--- src/rtl/fifo_wr_arbiter.sv ---
// -----------------------------------------------------------------------------
// fifo_wr_arbiter
//
// Arbitrates NUM_REQ write requesters onto a single FIFO write port. The grant
// policy is either round-robin or fixed priority (lowest index wins). Optional
// bursts keep one requester as owner for BURST_LEN beats. A small APB slave
// provides control, status and per-requester saturating grant counters.
//
// Handshake is same-cycle: a beat happens when req_ready[i] && req_valid[i],
// and that beat drives wr_en/wr_data combinationally.
//
// Ports
//   PCLK, PRESETn        clock, asynchronous active-low reset
//   PSEL/PENABLE/PWRITE  APB control
//   PADDR, PWDATA        APB byte address and write data
//   PRDATA, PREADY       APB read data (0 outside an access), ready (always 1)
//   req_valid, req_data  per-requester valid and packed data
//   req_ready            one-hot (or zero) accept
//   wr_en, wr_data       FIFO write strobe and data
//   fifo_full/empty      FIFO flags
//
// Register map
//   0x00 CTRL   RW  [0] EN, [1] MODE (1 = fixed priority), [7:4] BURST_LEN
//   0x04 STATUS RO  [0] fifo_empty, [1] fifo_full, [2] in burst, [9:8] owner
//   0x08+4*i    RO  GNT_CNT[i]
//   0x18 CLR    WO  write 1 to bit i to clear GNT_CNT[i]
//   other reads return 32'hDEADBEEF
// -----------------------------------------------------------------------------
module fifo_wr_arbiter #(
  parameter int NUM_REQ    = 4,
  parameter int DATA_WIDTH = 8,
  parameter int CNT_WIDTH  = 16
) (
  input  logic                          PCLK,
  input  logic                          PRESETn,
  input  logic                          PSEL,
  input  logic                          PENABLE,
  input  logic                          PWRITE,
  input  logic [7:0]                    PADDR,
  input  logic [31:0]                   PWDATA,
  output logic [31:0]                   PRDATA,
  output logic                          PREADY,
  input  logic [NUM_REQ-1:0]            req_valid,
  input  logic [NUM_REQ*DATA_WIDTH-1:0] req_data,
  output logic [NUM_REQ-1:0]            req_ready,
  output logic                          wr_en,
  output logic [DATA_WIDTH-1:0]         wr_data,
  input  logic                          fifo_full,
  input  logic                          fifo_empty
);

  localparam int IDX_W = (NUM_REQ > 1) ? $clog2(NUM_REQ) : 1;

  localparam logic [7:0] ADDR_CTRL   = 8'h00;
  localparam logic [7:0] ADDR_STATUS = 8'h04;
  localparam logic [7:0] ADDR_CNT0   = 8'h08;
  localparam logic [7:0] ADDR_CLR    = 8'h18;

  typedef enum logic {ST_IDLE, ST_BURST} state_t;

  state_t               state_q, state_d;
  logic                 ctrl_en_q, ctrl_mode_q;
  logic [3:0]           ctrl_len_q;
  logic [IDX_W-1:0]     rr_ptr_q, rr_ptr_d;
  logic [IDX_W-1:0]     owner_q, owner_d;
  logic [3:0]           beats_left_q, beats_left_d;
  logic [CNT_WIDTH-1:0] gnt_cnt_q [NUM_REQ];

  logic                 apb_access, apb_wr;
  logic [NUM_REQ-1:0]   clr_vec;
  logic [IDX_W-1:0]     winner, grant_idx, cand;
  logic                 any_valid, beat;
  logic [3:0]           eff_len;
  logic [1:0]           owner_field;
  logic                 unused_pwdata;

  assign PREADY     = 1'b1;
  assign apb_access = PSEL && PENABLE;
  assign apb_wr     = apb_access && PWRITE;
  assign clr_vec    = (apb_wr && PADDR == ADDR_CLR) ? PWDATA[NUM_REQ-1:0] : '0;
  assign eff_len    = (ctrl_len_q == 4'd0) ? 4'd1 : ctrl_len_q;
  assign owner_field = 2'(owner_q);
  // Only a few PWDATA bits land in registers; fold the rest away.
  assign unused_pwdata = ^PWDATA;

  function automatic logic [IDX_W-1:0] inc_idx(input logic [IDX_W-1:0] i);
    return (int'(i) == NUM_REQ - 1) ? '0 : i + 1'b1;
  endfunction

  // Candidate winner for an IDLE grant. Scanning from the far end lets the
  // last match (the nearest index) win without a break.
  always_comb begin
    // NOTE: every variable gets a default before any branch, so no latch is inferred.
    winner    = '0;
    cand      = '0;
    any_valid = |req_valid;
    for (int k = NUM_REQ - 1; k >= 0; k--) begin
      if (ctrl_mode_q) cand = IDX_W'(k);
      else             cand = IDX_W'((int'(rr_ptr_q) + k) % NUM_REQ);
      if (req_valid[cand]) winner = cand;
    end
  end

  // Next-state / grant logic.
  always_comb begin
    state_d      = state_q;
    owner_d      = owner_q;
    beats_left_d = beats_left_q;
    rr_ptr_d     = rr_ptr_q;
    grant_idx    = winner;
    beat         = 1'b0;
    unique case (state_q)
      ST_IDLE: begin
        if (ctrl_en_q && !fifo_full && any_valid) begin
          beat = 1'b1;
          if (eff_len > 4'd1) begin
            state_d      = ST_BURST;
            owner_d      = winner;
            beats_left_d = eff_len - 4'd1;
          end else begin
            rr_ptr_d = inc_idx(winner);
          end
        end
      end
      ST_BURST: begin
        grant_idx = owner_q;
        // Losing the owner (or EN) ends the burst without a beat; a full FIFO
        // merely stalls it with everything held.
        if (!ctrl_en_q || !req_valid[owner_q]) begin
          state_d      = ST_IDLE;
          beats_left_d = '0;
          rr_ptr_d     = inc_idx(owner_q);
        end else if (!fifo_full) begin
          beat         = 1'b1;
          beats_left_d = beats_left_q - 4'd1;
          if (beats_left_q == 4'd1) begin
            state_d  = ST_IDLE;
            rr_ptr_d = inc_idx(owner_q);
          end
        end
      end
    endcase
  end

  assign req_ready = beat ? (NUM_REQ'(1) << grant_idx) : '0;
  assign wr_en     = |(req_ready & req_valid);
  assign wr_data   = wr_en ? req_data[int'(grant_idx) * DATA_WIDTH +: DATA_WIDTH] : '0;

  // NOTE: sequential state uses non-blocking (<=) so all registers update from pre-edge values.
  always_ff @(posedge PCLK or negedge PRESETn) begin
    if (!PRESETn) begin
      state_q      <= ST_IDLE;
      owner_q      <= '0;
      beats_left_q <= '0;
      rr_ptr_q     <= '0;
      ctrl_en_q    <= 1'b0;
      ctrl_mode_q  <= 1'b0;
      ctrl_len_q   <= '0;
    end else begin
      state_q      <= state_d;
      owner_q      <= owner_d;
      beats_left_q <= beats_left_d;
      rr_ptr_q     <= rr_ptr_d;
      if (apb_wr && PADDR == ADDR_CTRL) begin
        ctrl_en_q   <= PWDATA[0];
        ctrl_mode_q <= PWDATA[1];
        ctrl_len_q  <= PWDATA[7:4];
      end
    end
  end

  // Grant counters saturate; a clear in the same cycle as a beat wins.
  // NOTE: the counter array is software-visible, so it is reset like any other register.
  always_ff @(posedge PCLK or negedge PRESETn) begin
    if (!PRESETn) begin
      for (int i = 0; i < NUM_REQ; i++) gnt_cnt_q[i] <= '0;
    end else begin
      for (int i = 0; i < NUM_REQ; i++) begin
        if (clr_vec[i])
          gnt_cnt_q[i] <= '0;
        else if (req_ready[i] && req_valid[i] && gnt_cnt_q[i] != '1)
          gnt_cnt_q[i] <= gnt_cnt_q[i] + 1'b1;
      end
    end
  end

  // APB read mux: combinational during the access phase, 0 otherwise.
  always_comb begin
    PRDATA = '0;
    if (apb_access) begin
      PRDATA = 32'hDEADBEEF;
      if (PADDR == ADDR_CTRL)
        PRDATA = {24'd0, ctrl_len_q, 2'b00, ctrl_mode_q, ctrl_en_q};
      if (PADDR == ADDR_STATUS)
        PRDATA = {22'd0, owner_field, 5'd0, (state_q == ST_BURST), fifo_full, fifo_empty};
      if (PADDR == ADDR_CLR)
        PRDATA = '0;
      for (int i = 0; i < NUM_REQ; i++)
        if (PADDR == 8'(ADDR_CNT0 + 4 * i)) PRDATA = 32'(gnt_cnt_q[i]);
    end
  end

endmodule
--- config.mk ---
export PLATFORM = sky130hd
export DESIGN_NAME = fifo_wr_arbiter
export DESIGN_NICKNAME = d
export VERILOG_FILES = /design/src/rtl/fifo_wr_arbiter.sv
export SDC_FILE = /design/constraint.sdc
export NUM_CORES = 1
export LEC_CHECK = 0
export CAP_MARGIN = 25
export CORE_MARGIN = 2
export CORE_UTILIZATION = 30
export DETAILED_ROUTE_END_ITERATION = 16
export SLEW_MARGIN = 20
export SYNTH_ARGS = -nofsm -noshare
export SYNTH_HDL_FRONTEND = slang
export SYNTH_SLANG_ARGS = --single-unit
--- constraint.sdc ---
create_clock -name PCLK -period 3.9 [get_ports PCLK]
set_input_delay 0.975 -clock PCLK [delete_from_list [all_inputs] [get_ports PCLK]]
set_output_delay 0.975 -clock PCLK [all_outputs]
set_load 0.01 [all_outputs]
==> reports/results.ini <==
[status]
outcome = finished clean

[logic_synthesis]
syn_inst = 716
avgSynthCellArea_sq_um = 8.21
synth_area_sq_mm = 0.00588
yosysWarnings = 0
ys_seq_area_share_pct = 33.6
ys_types = 69
synth_edf_count = 0
ys_seq_elements = 79
synthFlopType = dfrtp_1
async_flop_share_pct = 100

[worst_hold_path]
min_path_cells = 2
hold_path_end = beats_left_q[3]
hp-start = beats_left_q[3]
min_path_type = reg -> reg

[pwr]
vdd_ir_drop_max_mv = 0.222
power_density_mw_per_mm2 = 282
p_total_mw = 2.27
p_leak_nw = 3.43

[clock_tree]
path_clk_slew_ns = 0.06
root_buffer = clkbuf_16
cts_made_buffers = 9
clockBufferDepth = 2
cts_tree = yes
clk_latency_ns = 0.35
cts_hold_buf = 0
cts-htree-levels = 3
clock_sinks = 79

[setup_path]
regToRegStartpoint = rr_ptr_q[0]
rr_worst_depth = 12
required_ns = 2.92
max_stage_delay_ns = 0.40
r2r_end = gnt_cnt_q[13]
crit_top_cell = buf_6
rrSetupSlack_ns = 0.76
crit_slowest_cell = o32a_1
crit_chain = buf_6 > buf_6 > a32o_2 > o32a_1 > o221a_4 > buf_4 > a211o_1 > clkinv_2 > clkdlybuf4s15_2
cp.arrival_ns = 2.91
criticalPathCategory = in -> out
cp-end-kind = primary output
cp-start-kind = input port
path_max_fanout = 5

[cells_and_area]
final_layout_size_suffix_gt1_share_pct = 19.3
fin_nets = 944
syn2layout_area_growth_pct = 36.8
final_util_pct = 41.6
antenna_cells = 0

[global_route]
grt_max_degree = 42
grt_antenna_before_repair = 0
grt_pass1_vias = 5490
grt_pass1_wl_um = 29500
overflow = 0
grtUsageTotal_pct = 18.3

[timing]
rsz0062_at_grt = yes
relSlewSlack_pct = 58.8
final_max_slew_viol_count = 0
final_hold_viol_count = 0
worst_pin_slew_ns = 0.618
finalCritPeriodShare_pct = 99.6
whs_ns = 0.542
setup_violations = 0
finalCriticalPeriod_ns = 3.88
max_freq_ghz = 0.258
fin_worst_skew_ns = 0.00546

[detailed_routing]
first_pass_iters = 5
ant_nets = 0
vias_per_cell = 5.50
remaining_drc_errors = 0
wire_per_inst_um = 17.1
drt-initial-drc-count = 499
routed_wl_um = 19100
dr_total_vias = 6161

[floorplan]
fp-row-count = 51
core_area_sq_mm = 0.0193
die_h_um = 144
boundaryPins = 129
dieArea_sq_mm = 0.0207
fp.dieW_um = 144
initial_core_util_pct = 30.4

[placed_design]
place_congestion = 0.913
hpwl_um = 14100
io_buffer_count = 98

[flow_run]
cap_violations = 0

## report_power, final
group | leakage, nW | total [mW] | internal (mW) | switching (mW)
clock | 0.179 | 1.06 | 0.706 | 0.358
combinational | 2.16 | 0.367 | 0.196 | 0.171
sequential | 1.09 | 0.839 | 0.826 | 0.0130
## flip-flops by register name (all words and copies together), names as in the netlist
signal,flops
beats_left_q,4
ctrl_en_q,1
ctrl_len_q,4
ctrl_mode_q,1
gnt_cnt_q,64
owner_field,2
rr_ptr_q,2
state_q,1
## final cells by class
type                       instances  area [sq um]
fill                            1917         11300
multi-input combinational        565          3670
sequential                        79          1980
timing repair buffer             179          1630
tap                              265           332
clock buffer                      10           239
clock inverter                     5           129
inverter                          18          70.1
## per-layer routing
metal  track usage [%]  part of all wire [%]  vias to the layer above
met3              4.37                   7.6                       25
met4              4.18                   1.6                        0
met2              28.5                    45                      221
met5                 0                     0                        -
li1                  -                     -                     2981
met1              25.6                    46                     2934
## synthesized netlist by cell type (all sizes together) (2+ instances only)
library cell  number  area [sq um]
a311oi             4          35.0
nand4             16           100
a21oi             83           415
o221ai             6          52.6
o211ai             8          60.1
nand3             40           200
nor3b              2          15.0
conb               2          7.51
a221oi            10          87.6
nor2              35           134
ha                 9           113
o22ai             13          87.6
inv               16          60.1
nor3               9          45.0
and4               8          70.1
nand2             60           225
nand3b             5          37.5
o21ai             56           280
dfrtp             79          1980
and3              11          68.8
nor4b              2          17.5
o21bai             2          26.3
a211o              3          26.3
o31ai             16           120
mux2i             26           260
a31oi              3          18.8
clkinv             2          7.51
or4               25           188
or3               30           188
buf               29           205
mux2              13           150
xor2               3          26.3
a22oi              3          22.5
nor2b              5          31.3
clkbuf            29           109
nor4               2          12.5
o311ai             2          17.5
and2              14          87.6
o21a               3          22.5
nand2b            12          75.1
o2111ai            2          17.5
## worst max path at each step
stage / from / end / slack, ns
CTS: req_valid[0] / wr_data[0] / -0.03
global placement: req_valid[1] / wr_data[4] / -0.68
detailed placement: req_valid[0] / wr_data[0] / -0.70
finish: req_valid[0] / req_ready[3] / 0.02
floorplan: req_valid[1] / wr_data[5] / 0.03
global route: req_valid[0] / wr_data[6] / -0.07
## critical path: cells and delay by family
| family | cells | cell delay (ns) |
|---|---|---|
| AOI/OAI and AO/OA | 4 | 1.28 |
| buffers and inverters | 5 | 0.66 |
## stage by stage
stage / setup TNS [ns] / instance area [sq um] / std cells / setup slack [ns]
5_1_grt: -0.345 / 8050 / 1121 / -0.0700
6_report: 0 / 8050 / 1121 / 0.0168
4_1_cts: -0.0435 / 8010 / 1119 / -0.0333
2_1_floorplan: 0 / 5900 / 720 / 0.0256
3_3_place_gp: -10.86 / 7470 / 1097 / -0.682
3_5_place_dp: -10.70 / 7490 / 1098 / -0.704
## logic make-up after synthesis
group,share of synthesized area (%)
xor gates and xnor gates,0.596
other,0.128
adders and majority gates,1.91
buffers and inverters,6.49
DFF,33.6
and+or+nand+nor,26.0
AOI/OAI and AO/OA,23.9
muxes,7.36
## placed cells by master (no fill, tap or decap), types with 7 or more instances in the layout
cell	netlist	final
or3_1	30	30
inv_1	16	13
o211ai_1	8	8
buf_4	18	72
o22ai_1	12	12
ha_1	9	9
buf_2	5	9
or4_1	25	25
a21oi_1	83	80
dlymetal6s2s_1	0	7
nor2_1	34	32
mux2_2	11	11
clkdlybuf4s50_1	0	69
dfrtp_1	79	77
nand4_1	16	16
nand2b_1	12	11
mux2i_1	26	26
and3_1	11	10
o31ai_1	16	16
nand2_1	60	60
and4_1	8	8
o21ai_0	55	54
clkbuf_16	0	9
nand3_1	40	40
and2_1	13	13
## timing repair
action                                  CTS  global route
cloned                                    1             0
gates resized for setup                  93            23
setup buffers                             5             4
pin swaps                                12            12
endpoints found under the setup margin   40            23
Power figures use the tool's default switching activity.
